File: config.mk
export PLATFORM = sky130hd
export DESIGN_NAME = secuenciador_melodia
export DESIGN_NICKNAME = d
export VERILOG_FILES = /design/src/rtl/secuenciador_melodia.sv
export SDC_FILE = /design/constraint.sdc
export NUM_CORES = 2
export LEC_CHECK = 0
export ABC_AREA = 1
export CORE_MARGIN = 2
export CORE_UTILIZATION = 40
export CTS_CLUSTER_DIAMETER = 200
export DETAILED_ROUTE_END_ITERATION = 7
export SYNTH_ARGS = -nofsm -noshare
export SYNTH_HDL_FRONTEND = slang
export SYNTH_SLANG_ARGS = --single-unit
File: constraint.sdc
create_clock -name clk -period 4.42 [get_ports clk]
set_input_delay 1.105 -clock clk [delete_from_list [all_inputs] [get_ports clk]]
set_output_delay 1.105 -clock clk [all_outputs]
set_load 0.05 [all_outputs]
File: src/rtl/secuenciador_melodia.sv
// ---------------------------------------------------------------------------
// secuenciador_melodia
//   Melody sequencer feeding the frequency-divider tone generator. Walks a
//   note table (frequency in Hz, duration in ms), drives the current
//   frequency on freq (0 = silence) and leaves a silent articulation gap
//   after every note. Supports play / stop / pause / loop.
//
// Ports
//   clk       system clock
//   rst       synchronous reset, active-high
//   play      start from entry 0 (only acted on while idle)
//   stop      abort playback, wins over play and pause
//   pause     level; freezes playback and silences the output
//   loop_en   restart at entry 0 at end of melody instead of finishing
//   wr_en     note table write strobe
//   wr_addr   note table write address
//   wr_data   [23:12] freq Hz (0 = rest), [11:0] duration ms (0 = end marker)
//   freq      frequency to the divider, zero-extended from 12 bits
//   note_idx  index of the entry currently playing
//   busy      high whenever the sequencer is not idle
//   done      one-cycle pulse when the melody ends without looping
// ---------------------------------------------------------------------------
module secuenciador_melodia #(
  parameter int TICK_CYCLES = 50000,
  parameter int ADDR_W      = 6,
  parameter int GAP_MS      = 10
) (
  input  logic              clk,
  input  logic              rst,
  input  logic              play,
  input  logic              stop,
  input  logic              pause,
  input  logic              loop_en,
  input  logic              wr_en,
  input  logic [ADDR_W-1:0] wr_addr,
  input  logic [23:0]       wr_data,
  output logic [31:0]       freq,
  output logic [ADDR_W-1:0] note_idx,
  output logic              busy,
  output logic              done
);

  localparam int DEPTH   = 2 ** ADDR_W;
  localparam int PRESC_W = (TICK_CYCLES > 1) ? $clog2(TICK_CYCLES) : 1;
  localparam logic [PRESC_W-1:0] PRESC_LAST = PRESC_W'(TICK_CYCLES - 1);
  localparam logic [11:0]        GAP_LEN    = 12'(GAP_MS);
  localparam logic [ADDR_W-1:0]  ADDR_LAST  = '1;

  typedef enum logic [1:0] {
    IDLE = 2'd0,
    LOAD = 2'd1,
    PLAY = 2'd2,
    GAP  = 2'd3
  } state_t;

  // Note table storage and read register (not reset)
  logic [23:0]        r_mem [DEPTH];
  logic [23:0]        r_rd_data;

  // Control state
  state_t             r_state;
  logic               r_load_ph;
  logic [ADDR_W-1:0]  r_addr;
  logic [PRESC_W-1:0] r_presc;
  logic [11:0]        r_ms;
  logic [11:0]        r_dur;
  logic [11:0]        r_nfreq;
  logic [ADDR_W-1:0]  r_note_idx;
  logic               r_done;

  // Next-state values
  state_t             w_state_nxt;
  logic               w_load_ph_nxt;
  logic [ADDR_W-1:0]  w_addr_nxt;
  logic [PRESC_W-1:0] w_presc_nxt;
  logic [11:0]        w_ms_nxt;
  logic [11:0]        w_dur_nxt;
  logic [11:0]        w_nfreq_nxt;
  logic [ADDR_W-1:0]  w_idx_nxt;
  logic               w_done_nxt;

  // Where to go once a note (and its gap) has finished
  state_t             w_adv_state;
  logic [ADDR_W-1:0]  w_adv_addr;
  logic               w_adv_done;

  logic [11:0]        w_entry_freq;
  logic [11:0]        w_entry_dur;
  logic               w_tick;
  logic [11:0]        w_ms_inc;

  assign w_entry_freq = r_rd_data[23:12];
  assign w_entry_dur  = r_rd_data[11:0];
  assign w_tick       = (r_presc == PRESC_LAST);
  assign w_ms_inc     = r_ms + 12'd1;

  // Table: write port and registered read of the current address. A write
  // hitting the address being read returns the old word; the playing note is
  // latched into r_nfreq/r_dur, so later writes cannot disturb it.
  always_ff @(posedge clk) begin
    if (wr_en) begin
      r_mem[wr_addr] <= wr_data;
    end
    r_rd_data <= r_mem[r_addr];
  end

  // Advancing past the last entry is an end of melody; the melody is known to
  // be non-empty here, so loop_en alone decides between restarting and done.
  always_comb begin
    w_adv_state = LOAD;
    w_adv_addr  = r_addr + 1'b1;
    w_adv_done  = 1'b0;
    if (r_addr == ADDR_LAST) begin
      w_adv_addr = '0;
      if (!loop_en) begin
        w_adv_state = IDLE;
        w_adv_done  = 1'b1;
      end
    end
  end

  always_comb begin
    w_state_nxt   = r_state;
    w_load_ph_nxt = r_load_ph;
    w_addr_nxt    = r_addr;
    w_presc_nxt   = r_presc;
    w_ms_nxt      = r_ms;
    w_dur_nxt     = r_dur;
    w_nfreq_nxt   = r_nfreq;
    w_idx_nxt     = r_note_idx;
    w_done_nxt    = 1'b0;

    if (stop) begin
      w_state_nxt   = IDLE;
      w_load_ph_nxt = 1'b0;
      w_addr_nxt    = '0;
      w_presc_nxt   = '0;
      w_ms_nxt      = '0;
      w_idx_nxt     = '0;
    end else begin
      case (r_state)
        IDLE: begin
          if (play) begin
            w_state_nxt   = LOAD;
            w_addr_nxt    = '0;
            w_load_ph_nxt = 1'b0;
          end
        end

        // Phase 0 lets the RAM read complete; phase 1 decodes the entry.
        LOAD: begin
          if (!r_load_ph) begin
            w_load_ph_nxt = 1'b1;
          end else begin
            w_load_ph_nxt = 1'b0;
            if (w_entry_dur != 12'd0) begin
              w_state_nxt = PLAY;
              w_nfreq_nxt = w_entry_freq;
              w_dur_nxt   = w_entry_dur;
              w_idx_nxt   = r_addr;
              w_presc_nxt = '0;
              w_ms_nxt    = '0;
            end else if (loop_en && (r_addr != '0)) begin
              // End marker after at least one note: restart from entry 0.
              w_addr_nxt = '0;
            end else begin
              // End marker, not looping, or an empty melody.
              w_state_nxt = IDLE;
              w_done_nxt  = 1'b1;
            end
          end
        end

        PLAY: begin
          if (!pause) begin
            if (w_tick) begin
              w_presc_nxt = '0;
              w_ms_nxt    = w_ms_inc;
              if (w_ms_inc == r_dur) begin
                w_ms_nxt = '0;
                if (GAP_MS != 0) begin
                  w_state_nxt = GAP;
                end else begin
                  w_state_nxt   = w_adv_state;
                  w_addr_nxt    = w_adv_addr;
                  w_done_nxt    = w_adv_done;
                  w_load_ph_nxt = 1'b0;
                end
              end
            end else begin
              w_presc_nxt = r_presc + 1'b1;
            end
          end
        end

        GAP: begin
          if (!pause) begin
            if (w_tick) begin
              w_presc_nxt = '0;
              w_ms_nxt    = w_ms_inc;
              if (w_ms_inc == GAP_LEN) begin
                w_ms_nxt      = '0;
                w_state_nxt   = w_adv_state;
                w_addr_nxt    = w_adv_addr;
                w_done_nxt    = w_adv_done;
                w_load_ph_nxt = 1'b0;
              end
            end else begin
              w_presc_nxt = r_presc + 1'b1;
            end
          end
        end

        default: begin
          w_state_nxt = IDLE;
        end
      endcase
    end
  end

  always_ff @(posedge clk) begin
    if (rst) begin
      r_state    <= IDLE;
      r_load_ph  <= 1'b0;
      r_addr     <= '0;
      r_presc    <= '0;
      r_ms       <= '0;
      r_dur      <= '0;
      r_nfreq    <= '0;
      r_note_idx <= '0;
      r_done     <= 1'b0;
    end else begin
      r_state    <= w_state_nxt;
      r_load_ph  <= w_load_ph_nxt;
      r_addr     <= w_addr_nxt;
      r_presc    <= w_presc_nxt;
      r_ms       <= w_ms_nxt;
      r_dur      <= w_dur_nxt;
      r_nfreq    <= w_nfreq_nxt;
      r_note_idx <= w_idx_nxt;
      r_done     <= w_done_nxt;
    end
  end

  // Pause silences the output in the same cycle it is asserted.
  assign freq     = ((r_state == PLAY) && !pause) ? {20'd0, r_nfreq} : 32'd0;
  assign note_idx = r_note_idx;
  assign busy     = (r_state != IDLE);
  assign done     = r_done;

endmodule

==> impl_metrics.ini <==
[layout]
fin_nets = 5079
layout-drive-gt1-share = 0.103
area_delta_synth_final_pct = 13.0
final.fill_count = 14200

[grt]
grt_pass1_wl_um = 267000
grt_start_max_net_pins = 210
grt_overflow = 0
grt_pass1_vias = 38500
antenna_found_initial = 16
grt_usage = 0.223

[timing]
tns_ns = 0
fin_crit_sh = 0.791
skew_ns = 0.0220
fmax_ghz = 0.286
finalSetupViolations = 0
max_slew_margin = 0.169
drv_slew = 0
layout_min_cycle_time_ns = 3.50
rsz0062_at_grt = no
finalHoldViolations = 0
worst_slew_pin_slew_ns = 1.25

[worst_setup_path]
endpoint_kind = output pin
cp.required_ns = 3.31
rrSetupSlack_ns = 1.18
worstSetupStartpointType = register
arrival_ns = 2.39
r2r-start = r_addr[0]
setup.worst_path.end = busy
r2r_cells = 10
worst-path-max-fanout = 8
r2r_end = r_rd_data[16]
path_class = register to output pin

[clocking]
cts_tree = built
cts_sinks = 1628
htree_num_levels = 4
path_clk_slew_ns = 0.06
hold_buffers = 0
cts_buffers = 167
clkLatencyLatePin_ns = 0.79
clockBufferDepth = 3
cts_setup_buffers = 0
cts-root-buf = clkbuf_16
cts_resized = 0

[logic_synthesis]
synth_edf_count = 1536
yosysWarnings = 0
synth_top_cell_by_area = edfxtp_1
syn-cell-area_mm2 = 0.0643
yosysSeqAreaShare = 0.746
synth-seq-cells = 1628
synth.area.top_cells = edfxtp_1, o21ai_0, nor2_1
yosysTopAreaCellShare = 0.718
synth_cell_types = 53
synth_common_cells = edfxtp_1, nor2_1, o21ai_0
avgSynthCellArea_um2 = 12.9
synth-main-ff-cell = edfxtp_1
syn_inst = 4983
synthArstFlopShare = 0
yosysMostFrequentCell = edfxtp_1

[floorplanning]
fp.dieW_um = 405
num_io_pins = 77
core_mm2 = 0.160
die_h_um = 405
dieArea_mm2 = 0.164
num_rows = 147
initial_utilization = 0.402

[drt]
drt_iter0_drc = 5851
viasPerCell = 5.76
wl_met3_um = 17400
drc = 0
wl_met1_um = 79600
antenna_left = 0
wl_um = 187000
vias = 41800
wl_met2_um = 83700
wire_per_inst_um = 25.8
dr.pass1.iters = 5
top_layer = met5

[placement]
dp_hpwl_um = 111000
routabilityCongestion = 0.931
port-buffer-count = 56

[run_status]
outcome = finished clean

[power]
p_per_area_mw_per_mm2 = 433
peakVddDrop_mv = 0.390
power.total_mw = 31.5
leakage_nw = 23.3

[hold_path]
holdCritPathClass = register to register

[job]
cap_violations = 0
layout by cell type, fill, tap and decap left out, types with 22 or more instances in the layout:
| master | count |
|---|---|
| nor2_1 | 880 |
| clkinv_2 | 24 |
| o21ai_0 | 808 |
| buf_2 | 22 |
| dfxtp_1 | 88 |
| a21oi_1 | 54 |
| nand2_1 | 322 |
| nand4_1 | 49 |
| clkbuf_1 | 33 |
| o22ai_1 | 286 |
| buf_12 | 24 |
| nor3_1 | 23 |
| nand3_1 | 128 |
| edfxtp_1 | 1536 |
| clkinv_1 | 40 |
| o211ai_1 | 53 |
| buf_4 | 156 |
| o221ai_1 | 101 |
| inv_1 | 98 |
| clkbuf_16 | 171 |
| a211oi_1 | 25 |
| nor2_2 | 69 |
critical path, stage by stage (launching register included):
cell and delay, ns:
dfxtp_1 0.54, nor2_1 0.12, inv_1 0.13, clkdlybuf4s50_1 0.82
state kept, by name, summed over array words and instances, names as in the netlist, named ones only:
name,count
r_dur,12
r_nfreq,12
note_idx,6
r_presc,16
r_mem,1536
done,1
r_ms,12
r_load_ph,1
r_rd_data,24
r_state,1
r_addr,6
per-layer routing:
metal | GRT usage | vias up
met5 | 0 | -
met4 | 0.0778 | 14
met3 | 0.0426 | 267
met2 | 0.336 | 1965
met1 | 0.324 | 20900
li1 | - | 18600
logic make-up after synthesis:
kind of cell | share of synthesized area
AO/OA/AOI/OAI | 0.124
AND/OR/NAND/NOR | 0.0955
adder cells (fa/ha/maj) | 0.000973
flip-flops | 0.746
buffers and inverters | 0.0326
other | 0.0000583
XOR/XNOR | 0.000818
power by group:
part,internal [mW],switching [mW]
Combinational,0.186,0.751
Clock,7.69,5.83
Sequential,17.0,0.0417
worst min-delay path by stage:
stage               cells past startpoint        from    endpoint
floorplan                               2  r_nfreq[0]  r_nfreq[0]
global placement                        2  r_nfreq[5]  r_nfreq[5]
detailed placement                      2    r_dur[0]    r_dur[0]
CTS                                     2    r_dur[0]    r_dur[0]
global route                            2    r_dur[1]    r_dur[1]
finish                                  2  r_nfreq[5]  r_nfreq[5]
final cells by class:
class / count / area, um^2 / share of cell area
Sequential cell: 1628 / 48000 / 0.661
Multi-Input combinational cell: 2912 / 14500 / 0.199
Clock buffer: 206 / 4430 / 0.0610
Tap cell: 2086 / 2610 / 0.0359
Timing Repair Buffer: 222 / 1960 / 0.0270
Clock inverter: 91 / 749 / 0.0103
Inverter: 106 / 417 / 0.00574
Antenna cell: 4 / 10.0 / 0.000138
through the flow:
step                      worst slack, ns   util  hold WS [ns]  cells  instance area [um^2]
after floorplan                      1.23      -         0.440   5002                 64300
after global placement              0.811  0.421         0.459   6954                 67400
after detailed placement            0.829  0.421         0.462   6954                 67400
after CTS                           0.869  0.454         0.473   7251                 72600
after global routing                0.778  0.454         0.491   7251                 72600
final                               0.923  0.454         0.472   7255                 72600
Note: power is estimated with default switching activity, not from simulation.
